$ cat config.mk
export PLATFORM = sky130hd
export DESIGN_NAME = store_buffer
export DESIGN_NICKNAME = d
export VERILOG_FILES = /design/src/rtl/store_buffer.sv
export SDC_FILE = /design/constraint.sdc
export NUM_CORES = 1
export LEC_CHECK = 0
export CAP_MARGIN = 20
export CORE_UTILIZATION = 25
export DETAILED_ROUTE_END_ITERATION = 8
export HOLD_SLACK_MARGIN = 0.15
export PLACE_DENSITY_LB_ADDON = 0.3
export SYNTH_ARGS = -nofsm -noshare
export SYNTH_HDL_FRONTEND = slang
export SYNTH_SLANG_ARGS = --single-unit
$ cat constraint.sdc
create_clock -name clk -period 4.2 [get_ports clk]
set_input_delay 1.26 -clock clk [delete_from_list [all_inputs] [get_ports clk]]
set_output_delay 1.26 -clock clk [all_outputs]
set_load 0.02 [all_outputs]
$ cat src/rtl/store_buffer.sv
// Store buffer between the memory stage and data memory. Stores are queued in a
// circular FIFO and drained one at a time by a three-state FSM; loads are only
// let through once the buffer is empty and the drain FSM is idle, so memory
// always sees accesses in program order.
module store_buffer #(
   parameter int unsigned DEPTH = 4
) (
   input  logic                     clk,
   input  logic                     rst_n,
   input  logic [31:0]              cpu_addr,
   input  logic [31:0]              cpu_write_data,
   input  logic                     cpu_memwrite,
   input  logic                     cpu_memread,
   input  logic [3:0]               cpu_sign_mask,
   output logic                     cpu_stall,
   output logic [31:0]              mem_addr,
   output logic [31:0]              mem_write_data,
   output logic [3:0]               mem_sign_mask,
   output logic                     mem_memwrite,
   output logic                     mem_memread,
   input  logic                     mem_clk_stall,
   output logic [$clog2(DEPTH):0]   sb_count
);

   localparam int unsigned PW = $clog2(DEPTH);
   localparam int unsigned CW = PW + 1;

   typedef enum logic [1:0] {D_IDLE, D_ISSUE, D_BUSY} drain_state_t;

   drain_state_t state_q, state_d;

   logic [31:0]   addr_mem [DEPTH];
   logic [31:0]   data_mem [DEPTH];
   logic [3:0]    mask_mem [DEPTH];

   logic [PW-1:0] head_q, head_d;
   logic [PW-1:0] tail_q, tail_d;
   logic [CW-1:0] count_q, count_d;

   logic full, empty, push, pop, load_ok;

   assign full  = (count_q == CW'(DEPTH));
   assign empty = (count_q == '0);
   // A full buffer refuses the push even when the head is popped this cycle.
   assign push  = cpu_memwrite & ~full;
   assign pop   = (state_q == D_ISSUE);
   // rst_n gating keeps the read strobe low while reset is held.
   assign load_ok = rst_n & cpu_memread & ~cpu_memwrite & empty & (state_q == D_IDLE);

   assign sb_count = count_q;

   // Pointer and occupancy next-state; pointers wrap naturally since DEPTH is 2^n.
   always_comb begin
      head_d  = head_q;
      tail_d  = tail_q;
      count_d = count_q;
      if (push) tail_d = tail_q + PW'(1);
      if (pop)  head_d = head_q + PW'(1);
      unique case ({push, pop})
         2'b10:   count_d = count_q + CW'(1);
         2'b01:   count_d = count_q - CW'(1);
         default: count_d = count_q;
      endcase
   end

   // Pointer, occupancy and drain-state registers.
   always_ff @(posedge clk or negedge rst_n) begin
      if (!rst_n) begin
         head_q  <= '0;
         tail_q  <= '0;
         count_q <= '0;
         state_q <= D_IDLE;
      end else begin
         head_q  <= head_d;
         tail_q  <= tail_d;
         count_q <= count_d;
         state_q <= state_d;
      end
   end

   // Entry storage; contents are don't-care until pushed, so no reset.
   always_ff @(posedge clk) begin
      if (push) begin
         addr_mem[tail_q] <= cpu_addr;
         data_mem[tail_q] <= cpu_write_data;
         mask_mem[tail_q] <= cpu_sign_mask;
      end
   end

   // Drain FSM: issue the head entry, wait for memory to commit, then idle a cycle.
   always_comb begin
      state_d = state_q;
      unique case (state_q)
         D_IDLE:  if (!empty) state_d = D_ISSUE;
         D_ISSUE: state_d = D_BUSY;
         D_BUSY:  if (mem_clk_stall) state_d = D_IDLE;
         default: state_d = D_IDLE;
      endcase
   end

   // Memory request mux and CPU stall; the memory side follows the CPU when idle.
   always_comb begin
      mem_memwrite   = 1'b0;
      mem_memread    = 1'b0;
      mem_addr       = cpu_addr;
      mem_write_data = cpu_write_data;
      mem_sign_mask  = cpu_sign_mask;
      cpu_stall      = 1'b0;
      if (state_q == D_ISSUE) begin
         mem_memwrite   = 1'b1;
         mem_addr       = addr_mem[head_q];
         mem_write_data = data_mem[head_q];
         mem_sign_mask  = mask_mem[head_q];
      end else if (load_ok) begin
         mem_memread = 1'b1;
      end
      if (cpu_memwrite) begin
         cpu_stall = full;
      end else if (cpu_memread) begin
         cpu_stall = rst_n & ~load_ok;
      end
   end

endmodule

==> impl_summary.md <==
STA
Setup total negative slack on the finished layout was measured at 0 ps. The tightest hold path in the finished design has a slack of 498 ps. Based on the critical path, the design can be clocked at up to 0.249 GHz.

Setup violations remaining at the end of the flow were counted as 0. Setup repair after global routing left no endpoint under its margin. The total count of max-transition violations in the final report is 0.

Across the routed clock network, the largest skew measured is 13.6 ps. The worst pin sits at a relative slew slack of 70.1%. The transition time at the pin with the least slew margin is 449 ps. The post-route fraction of the period consumed by the critical path is 95.5%.

The slack of the critical path is 191 ps. The worst path needs 4010 ps of the cycle, external delays included. The total count of hold-check failures in the final report is 0.

Logic synthesis
By area, the combinational part of the netlist is dominated by multiplexers. Of the total synthesized cell area, the portion taken by AND, OR, NAND and NOR gates is 3.18%. Counting distinct cell types in the post-synthesis netlist gives 24. The number of enable flip-flop cells after synthesis is 272. The post-synthesis net count is 713.

By area the synthesized netlist is led by sky130_fd_sc_hd__edfxtp_1 73%, sky130_fd_sc_hd__mux2i_1 12%, sky130_fd_sc_hd__o221ai_1 4.5%, sky130_fd_sc_hd__nand2_1 2.5%, sky130_fd_sc_hd__dfrtp_1 2.0%. The share of the synthesized area in the top cell type is 73.1%. The library cell with the highest instance count after synthesis is sky130_fd_sc_hd__edfxtp_1. The total standard cell area after synthesis is 11,200 um2. The post-synthesis share of cell area spent on xor and xnor gates is 0.392%. The average footprint of a synthesized cell is 17.6 um2. The mux contribution to synthesized area is 12.4%. The total of warnings raised by yosys is 0. The count of mapped cells out of synthesis is 634. The register area share after synthesis is 75.1%.

The adder-cell share of the synthesized area is 0.739%. The fraction of the mapped netlist area in compound gates is 6.10%. For this run, the leading register cell type out of synthesis is sky130_fd_sc_hd__edfxtp_1. The fraction of synthesis flops using an asynchronous set or reset pin is 3.20%. After synthesis the netlist holds a flip-flop and latch count of 281. After synthesis, the most frequently instantiated cells are 272 x sky130_fd_sc_hd__edfxtp_1, 137 x sky130_fd_sc_hd__mux2i_1, 74 x sky130_fd_sc_hd__nand2_1.

The biggest area contributor in the post-synthesis netlist is sky130_fd_sc_hd__edfxtp_1.

Run
The number of max-cap violations is 0.

Floorplanning
The area enclosed by the die boundary is 45,600 um2. The number of top-level pins is 147. The total core area is 44,100 um2. From bottom edge to top edge, the die measures 213 um. Measured along the x axis, the die boundary spans 213 um. After floorplanning, the core was divided into 77 placement rows. The effective utilization at floorplan is 25.3%.

Worst setup path
The worst endpoint data arrival time is 2750 ps. The worst reg-to-reg path cell count is 10. The startpoint of the worst-slack reg-to-reg timing path is sb_count[0]. Across all register-to-register paths, the minimum setup slack is 2180 ps. The classification of the worst setup path is flop to output port. Data on the critical path is required at its endpoint by 2940 ps. The kind of capture point of the worst setup path is an output port. STA classifies the critical path startpoint as a flop. The critical register-to-register path endpoint is sb_count[2]. Along the worst path, the maximum fanout reaches 39.

CTS
The number of clock buffers inserted by TritonCTS is 31. Clock-pin slew was measured on the worst setup and hold paths at 60 ps. The cell sitting at the root of the clock tree is a sky130_fd_sc_hd__clkbuf_16. The clock tree from TritonCTS is yes. The number of hold buffers added after CTS was 0. The number of buffers inserted to repair setup after CTS is 0.

Clock tree synthesis found a total of 281 sinks. The clock passes through at most 3 buffers. The later pin in the worst-skew pair is clocked with a latency of 550 ps. In this run the number of H-tree levels came out at 1.

Cells and area
The final layout contains 875 nets. Excluding fillers, the count of instances in the completed layout stands at 1,411. The repair_antennas step left the layout with diodes totalling 0. The area growth from synthesis to layout is 29.1%. In the final layout, the share of cells above drive strength 1 is 10.4%.

Placed design
The count of input and output buffers is 146. The placed cell count is 1,355. Timing analysis after detailed placement gives a worst setup slack of 178 ps.

The final estimated routing congestion in global placement is 0.646. The wire-length estimate of the detail-placed layout is 14.2 mm.

GRT
Entering global routing, the biggest net connects 71 pins. Global routing used 11.1% of the available tracks. The number of global-route vias before repair is 6,324.

The first global-routing pass estimated 38.1 mm of wire. The number of antenna violations at the first check in global routing is 0. The total overflow left after global routing is 0.

Worst hold path
Along the worst hold path, the cell count comes to 1. The worst hold path begins at state_q[1]. The tightest min-delay check is of the flop to flop type. For hold timing, the worst endpoint is state_q[0].

Routing
The sum of met2 wire segment lengths after detailed routing is 11.9 mm. In the final routed layout, each cell accounts on average for 18.0 um. The number of search-and-repair iterations in the first detailed-routing pass is 7. The length of routed met3 wiring is 1.45 mm. The highest layer touched by signal routing is met4.

The routed metal-1 wirelength is 11.6 mm. Summed over all layers, the routed wires come to 25.4 mm. The average vias per placed instance is 4.34. The DRC violation count after routing is 0. The first-iteration detailed-routing DRC count is 310. Once detail routing completed, the nets flagged for antenna violations numbered 0. The via count is 6,127.

Outcome
The flow ran to the end, and the final reports show no timing, DRC or antenna violations.

Power
For this design the ratio of total power to cell area is 699 nW/um2. The leakage component of the power is 5.06 nW. Across the VDD grid, the largest voltage drop is 511 uV.
==> state kept, by name (all words and copies together) (netlist names) <==
register,flops
state_q,2
head_q,2
sb_count,3
mask_mem,16
addr_mem,128
tail_q,2
data_mem,128
==> cell families after synthesis <==
| family | after synthesis |
|---|---|
| XOR/XNOR | 5 |
| buffers and inverters | 45 |
| flip-flops | 281 |
| multiplexers | 138 |
| AND/OR/NAND/NOR | 89 |
| adder cells (fa/ha/maj) | 6 |
| AO/OA/AOI/OAI | 70 |
==> worst max-delay path: stages, from the launching register on <==
cell and delay, ps:
sky130_fd_sc_hd__dfrtp_1 400, sky130_fd_sc_hd__nand2b_4 170, sky130_fd_sc_hd__inv_4 120, sky130_fd_sc_hd__nand2_8 190, sky130_fd_sc_hd__buf_12 290, sky130_fd_sc_hd__o221ai_2 320, sky130_fd_sc_hd__clkdlybuf4s50_1 670
==> layout make-up <==
class / instances / area (um2)
fill: 4401 / 29700
sequential: 281 / 8400
multi-input combinational: 308 / 2590
timing repair buffer: 167 / 1780
clock buffer: 39 / 806
tap: 592 / 741
clock inverter: 17 / 80.1
inverter: 7 / 28.8
==> placed cells by master, fill, tap and decap left out, drive strengths merged, types with 2 or more instances in the layout <==
| cell | netlist | routed |
|---|---|---|
| dfrtp | 9 | 9 |
| nand2 | 75 | 75 |
| clkinv | 0 | 16 |
| edfxtp | 272 | 272 |
| xnor2 | 3 | 3 |
| mux2i | 137 | 137 |
| o221ai | 68 | 68 |
| nand2b | 2 | 2 |
| buf | 28 | 21 |
| xor2 | 2 | 2 |
| inv | 7 | 7 |
| nor2 | 5 | 5 |
| clkdlybuf4s50 | 0 | 146 |
| and2 | 4 | 4 |
| ha | 5 | 5 |
| nor3 | 3 | 3 |
| clkbuf | 10 | 39 |
==> per-stage QoR <==
step	area (um2)	util [%]	total power [mW]
floorplan	11200	-	6.19
global placement	13500	30.6	7.83
detailed placement	13500	30.6	7.85
CTS	14400	32.7	10.3
global route	14400	32.7	10.7
finish	14400	32.7	10.1
==> power breakdown <==
group          total [mW]  switching, mW  internal, mW
combinational        3.79           2.18          1.61
clock                2.39           1.05          1.34
sequential           3.91          0.199          3.71
==> worst max-delay path by stage <==
| stage | slack [ps] | depth (start not counted) | end | start |
|---|---|---|---|---|
| 4_1_cts | 120 | 6 | mem_write_data[31] | state_q[1] |
| 6_report | 190 | 6 | mem_write_data[31] | state_q[1] |
| 3_5_place_dp | 180 | 4 | mem_write_data[31] | cpu_write_data[31] |
| 3_3_place_gp | 180 | 4 | mem_write_data[31] | cpu_write_data[31] |
| 2_1_floorplan | 500 | 2 | addr_mem[0][0] | cpu_memwrite |
| 5_1_grt | 60 | 6 | mem_write_data[31] | state_q[1] |
==> what timing repair did <==
action	CTS	global route
setup endpoints to repair	1	0
hold endpoints to repair	0	0
gates resized for setup	2	0
==> routing by layer <==
metal | track usage, % | vias to the layer above
met5 | 0 | -
met4 | 2.66 | 0
met3 | 2.96 | 37
met2 | 17.8 | 131
met1 | 14.9 | 3106
li1 | - | 2853
Power figures use the tool's default switching activity.
